## config.mk

```make
export PLATFORM = sky130hd
export DESIGN_NAME = uart_rx_deframer_flat
export DESIGN_NICKNAME = d
export VERILOG_FILES = /design/src/rtl/uart_rx_deframer_if.sv /design/src/rtl/uart_rx_deframer.sv /design/src/flat_wrapper.sv
export SDC_FILE = /design/constraint.sdc
export NUM_CORES = 1
export LEC_CHECK = 0
export CAP_MARGIN = 25
export CORE_UTILIZATION = 54
export DETAILED_ROUTE_END_ITERATION = 6
export GPL_ROUTABILITY_DRIVEN = 0
export PLACE_DENSITY_LB_ADDON = 0.3
export SYNTH_ARGS = -nofsm -noshare
export SYNTH_HDL_FRONTEND = slang
export SYNTH_SLANG_ARGS = --single-unit
```

## constraint.sdc

```tcl
create_clock -name clk -period 2.4 [get_ports clk]
set_input_delay 0.36 -clock clk [delete_from_list [all_inputs] [get_ports clk]]
set_output_delay 0.36 -clock clk [all_outputs]
set_load 0.05 [all_outputs]
```

## src/rtl/uart_rx_deframer_if.sv

```systemverilog
// ---------------------------------------------------------------------------
// uart_rx_deframer_if
//   Ready/valid byte channel between the UART receiver and its consumer.
//   master : receiver side   (drives data_out/data_out_valid, reads ready)
//   slave  : consumer side   (reads data_out/data_out_valid, drives ready)
//   data_out        8  received byte, stable while data_out_valid=1
//   data_out_valid  1  byte available in the holding register
//   data_out_ready  1  consumer takes the byte when valid&ready at posedge
// ---------------------------------------------------------------------------
interface uart_rx_deframer_if;
   logic [7:0] data_out;
   logic       data_out_valid;
   logic       data_out_ready;

   modport master (output data_out, output data_out_valid, input data_out_ready);
   modport slave  (input data_out, input data_out_valid, output data_out_ready);
endinterface

```

## src/rtl/uart_rx_deframer.sv

```systemverilog
// ---------------------------------------------------------------------------
// uart_rx_deframer
//   8N1 UART receiver, LSB first. Mid-bit sampling of a synchronized serial
//   line; each byte lands in a one-entry ready/valid holding register.
//   Optional macro UART_RX_FRAME_ERR_EN: a low stop bit drops the byte,
//   pulses frame_error for one cycle and requires the line to return high
//   before a new start bit is accepted. Without it frame_error is tied 0.
// Ports
//   clk         system clock, posedge
//   rst         synchronous active-high reset
//   serial_in   asynchronous UART line, idle high
//   rx          byte channel (master modport of uart_rx_deframer_if)
//   frame_error 1-cycle pulse on a bad stop bit (macro builds only)
// ---------------------------------------------------------------------------
module uart_rx_deframer #(
   parameter int CLOCK_FREQ = 50_000_000,
   parameter int BAUD_RATE  = 115_200
) (
   input  logic                       clk,
   input  logic                       rst,
   input  logic                       serial_in,
   uart_rx_deframer_if.master         rx,
   output logic                       frame_error
);
   localparam int SYMBOL_EDGE_TIME = CLOCK_FREQ / BAUD_RATE;
   localparam int SAMPLE_TIME      = SYMBOL_EDGE_TIME / 2;
   localparam int CW               = $clog2(SYMBOL_EDGE_TIME + 1);
   localparam logic [CW-1:0] SAMPLE_LAST = CW'(SAMPLE_TIME - 1);
   localparam logic [CW-1:0] SYMBOL_LAST = CW'(SYMBOL_EDGE_TIME - 1);

   typedef enum logic [1:0] {IDLE, START, DATA, STOP} state_t;

   state_t        state;
   logic [CW-1:0] clock_counter;
   logic [2:0]    bit_counter;
   logic [7:0]    shift;
   logic          rx_m, rx_s;
   logic          stop_tick, byte_done, accept;

   // two-flop synchronizer, resets to the idle line level
   always_ff @(posedge clk) begin
      if (rst) begin
         rx_m <= 1'b1;
         rx_s <= 1'b1;
      end else begin
         rx_m <= serial_in;
         rx_s <= rx_m;
      end
   end

   // stop-bit sample instant; the byte is complete on this edge
   assign stop_tick = (state == STOP) && (clock_counter == SYMBOL_LAST);
   assign accept    = rx.data_out_valid & rx.data_out_ready;

`ifdef UART_RX_FRAME_ERR_EN
   logic armed;   // cleared by a bad stop, set again once the line is seen high
   assign byte_done = stop_tick & rx_s;
`else
   assign byte_done   = stop_tick;
   assign frame_error = 1'b0;
`endif

   always_ff @(posedge clk) begin
      if (rst) begin
         state         <= IDLE;
         clock_counter <= '0;
         bit_counter   <= '0;
         shift         <= '0;
`ifdef UART_RX_FRAME_ERR_EN
         armed         <= 1'b1;
         frame_error   <= 1'b0;
`endif
      end else begin
`ifdef UART_RX_FRAME_ERR_EN
         frame_error <= 1'b0;
`endif
         case (state)
            IDLE: begin
               clock_counter <= '0;
               bit_counter   <= '0;
`ifdef UART_RX_FRAME_ERR_EN
               if (rx_s) armed <= 1'b1;
               if (!rx_s && armed) state <= START;
`else
               if (!rx_s) state <= START;
`endif
            end
            START: begin
               if (clock_counter == SAMPLE_LAST) begin
                  clock_counter <= '0;
                  // a start bit that is high again at mid-bit was a glitch
                  state         <= rx_s ? IDLE : DATA;
               end else begin
                  clock_counter <= clock_counter + 1'b1;
               end
            end
            DATA: begin
               if (clock_counter == SYMBOL_LAST) begin
                  clock_counter <= '0;
                  shift         <= {rx_s, shift[7:1]};
                  bit_counter   <= bit_counter + 1'b1;
                  if (bit_counter == 3'd7) state <= STOP;
               end else begin
                  clock_counter <= clock_counter + 1'b1;
               end
            end
            STOP: begin
               if (stop_tick) begin
                  clock_counter <= '0;
                  state         <= IDLE;
`ifdef UART_RX_FRAME_ERR_EN
                  if (!rx_s) begin
                     frame_error <= 1'b1;
                     armed       <= 1'b0;
                  end
`endif
               end else begin
                  clock_counter <= clock_counter + 1'b1;
               end
            end
            default: state <= IDLE;
         endcase
      end
   end

   // holding register: a completed byte loads only if the slot is free or
   // being drained this cycle; otherwise it is an overrun and is dropped
   always_ff @(posedge clk) begin
      if (rst) begin
         rx.data_out       <= '0;
         rx.data_out_valid <= 1'b0;
      end else if (byte_done && (!rx.data_out_valid || accept)) begin
         rx.data_out       <= shift;
         rx.data_out_valid <= 1'b1;
      end else if (accept) begin
         rx.data_out_valid <= 1'b0;
      end
   end
endmodule

```

## src/flat_wrapper.sv

```systemverilog
// flat-port wrapper written by rule: the top's interface ports become plain ports
module uart_rx_deframer_flat 
#(
   parameter int CLOCK_FREQ = 50_000_000,
   parameter int BAUD_RATE  = 115_200
)
  (clk, rst, serial_in, frame_error, rx_data_out, rx_data_out_valid, rx_data_out_ready);
  uart_rx_deframer_if rx_i ();
  input  logic clk;
  input  logic rst;
  input  logic serial_in;
  output logic frame_error;
  output wire logic [$bits(rx_i.data_out)-1:0] rx_data_out;
  output wire logic [$bits(rx_i.data_out_valid)-1:0] rx_data_out_valid;
  input wire logic [$bits(rx_i.data_out_ready)-1:0] rx_data_out_ready;
  assign rx_data_out = rx_i.data_out;
  assign rx_data_out_valid = rx_i.data_out_valid;
  assign rx_i.data_out_ready = rx_data_out_ready;
  uart_rx_deframer #(.CLOCK_FREQ(CLOCK_FREQ), .BAUD_RATE(BAUD_RATE)) u_core (.clk(clk), .rst(rst), .serial_in(serial_in), .rx(rx_i), .frame_error(frame_error));
endmodule
```

==> summary.txt <==
Flow run
  – Max-cap viol count: 0

Timing
  – Final WS setup: roughly 0.43 ns
  – TNS Setup: 0 ns
  – RSZ-0062 raised after global routing: false
  – Least-Margin Pin Slew: a little over 0.5 ns
  – Fmax achieved: 0.509 GHz
  – Clock skew: 0.00858 ns
  – Fin. Hold Viols: 0
  – Final period utilization: 81.9%
  – Fin crit period: 1.97 ns
  – Slew margin rel.: 65.4%
  – Endpoints failing setup: 0
  – Max-slew violations: 0

Route
  – ANT nets after route: 0
  – Via count: 1034
  – DRT Pass-1 Iters: 4
  – WL per Instance: between 10 and 15 um
  – Routed vias/inst: 5.50
  – Iter 0 DRT Violations: 17
  – Routed WL: 2.46 mm
  – Number of remaining DRC errors: 0

Die
  – Cell Rows: 17
  – Initial core utilization: 59.8%
  – Ports: 14
  – Die span in x: 52.7 um
  – Die H: ~53 um
  – Core area: around 2300 um2
  – Die ar.: 2770 um2

Clock tree
  – Post-CTS Setup Bufs: 0
  – Clock sinks: 33
  – Root buf cell: clkbuf_4
  – Clk Latency, worst-skew pair: 0.33 ns
  – Htree depth: 2
  – Hold_buf cts: 0
  – CTS tree: yes
  – Clk slew on worst S/H paths: 0.09 ns
  – CTS Buffer Depth: 2
  – Total CTS buffers: 5
  – Post-cts sizing count: 0

Place
  – Dpl ws: approximately 0.44 ns
  – PortBufs: 12
  – Final HPWL DP: 1.67 mm

Worst hold path
  – Worst min path class: reg -> reg
  – Hold depth: 1

Synth
  – Syn Area/Cell: slightly below 10 um2
  – Top-area cell type share of the netlist area: 47.7%
  – Top cell type by total area after synthesis: dfxtp_1
  – Area contributors post-synth: dfxtp_1 48%, mux2i_1 12%, nor2_1 7.9%
  – Synthesis warning total: 0
  – Post-Syn Area: 1390 um2
  – Seq cells post-synth: 33
  – Syn_nets: approximately 150
  – Post-synth cell types: 34
  – Post-Synthesis Cells: 144
  – Seq/Total Area, Yosys: 47.7%

Global route
  – GR Util met3: 7.54%
  – First-pass GRT wire length: 4.43 mm
  – M1 GR Usage: a little over a quarter
  – Initial antenna violation count: 0
  – Largest net degree at the start of global routing: 24
  – Global route overflow: 0
  – Overall global routing resource usage: between 20% and 30%
  – Vias in the first global route: 1021
  – Layer with the highest usage: met2
  – Met2 GRT Util: 35.7%

Worst setup path
  – Critical path startpoint category: register
  – Worst Path Required: 2.62 ns
  – Crit path DAT: ~2.2 ns
  – Critical path type: reg -> reg
  – Worst Setup End Kind: register
  – Worst reg2reg path depth: 6
  – CP max FO: 8

Layout
  – Number of diodes: 0
  – Final nets: 169
  – Post-layout util: 69.1%
  – Ratio of cells with drive above 1 in the final layout: roughly a tenth
  – Syn-to-layout area delta: 15.5%

Pwr
  – P_leak: 0.000544 uW
  – Maximum VDD drop: 0.434 mV
  – Pwr Density: 556 nW/um2

Status
  – Outcome: finished clean
==> power by group <==
group	total (uW)	leakage [uW]	internal [uW]	switching, uW
Clock	307	0.0000314	138	169
Sequential	555	0.000266	550	4.60
Combinational	28.1	0.000247	12.2	15.9
Total	890	0.000544	700	189
==> registers in the layout (all words and copies together), names as in the netlist, named ones only <==
register	count
u_core.rx_m	1
u_core.rx_s	1
u_core.rx.data_out	8
u_core.shift	8
u_core.bit_counter	3
u_core.rx.data_out_valid	1
u_core.state	1
u_core.clock_counter	9
==> cell families after synthesis <==
kind of cell,after synthesis,synth area share [%]
AOI/OAI and AO/OA,13,6.59
other,1,0.270
muxes,16,11.6
adders and majority gates,5,4.51
xor gates and xnor gates,7,4.42
and+or+nand+nor,59,21.9
buffers and inverters,10,3.07
DFF,33,47.7
==> worst max-delay path, stage by stage, from the launching register on <==
cell     delay, ns
dfxtp_1       0.40
ha_1          0.17
or4b_4        0.50
nor4_4        0.28
buf_4         0.23
mux2i_1       0.22
nor2_1        0.05
==> Yosys cell counts (all sizes together) <==
cell     number
a211oi        1
nand2         6
mux2i        16
o32a          1
ha            5
xor2          2
nor4          3
or3           1
o21a          1
nand4b        2
inv           3
nor3          1
a31o          1
a21oi         3
xnor2         5
nand4         2
clkbuf        5
o2bb2ai       1
nand2b        2
a211o         1
a31oi         2
o21ai         1
or2           3
nand3         5
a21o          1
nor4b         1
nor2         29
dfxtp        33
nor2b         3
conb          1
or4b          1
buf           2
==> layout make-up <==
cell class	count	area (um2)
fillers	178	717
clock buffers	7	55.1
inverters	3	11.3
flip-flops and latches	33	661
multi-input cells	101	689
repair buffers	16	150
well taps	28	35.0
==> through the flow <==
| stage | area, um2 | instances | power [uW] | hold WS [ns] |
|---|---|---|---|---|
| CTS | 1600 | 188 | 897 | 0.425 |
| floorplan | 1390 | 144 | 587 | 0.389 |
| global placement | 1550 | 181 | 595 | 0.393 |
| global route | 1600 | 188 | 928 | 0.429 |
| finish | 1600 | 188 | 890 | 0.423 |
| detailed placement | 1550 | 181 | 596 | 0.405 |
==> per-layer routing <==
layer	vias to the layer above	share of wire, %
li1	523	-
met1	485	46
met2	18	47
met3	8	4.0
met4	0	2.7
met5	-	0
==> cells in the final DEF, fill, tap and decap left out, types with 4 or more instances in the layout <==
cell              n
clkbuf_4          5
dfxtp_1          33
buf_4             4
nand2_1           6
mux2i_1          16
nand3_1           5
xnor2_1           5
clkdlybuf4s50_1  12
nor2_1           29
ha_1              5
==> path summary, 6_finish.rpt <==
kind / start / endpoint / slack [ns]
setup reg to reg: u_core.clock_counter[0]$_SDFF_PP0_ / u_core.rx.data_out[3]$_SDFFE_PP0P_ / 0.43
setup / recovery: u_core.clock_counter[0]$_SDFF_PP0_ / u_core.rx.data_out[3]$_SDFFE_PP0P_ / 0.43
hold reg to reg: u_core.rx_m$_SDFF_PP1_ / u_core.rx_s$_SDFF_PP1_ / 0.42
hold / removal: u_core.rx_m$_SDFF_PP1_ / u_core.rx_s$_SDFF_PP1_ / 0.42
Note: power is estimated with default switching activity, not from simulation.
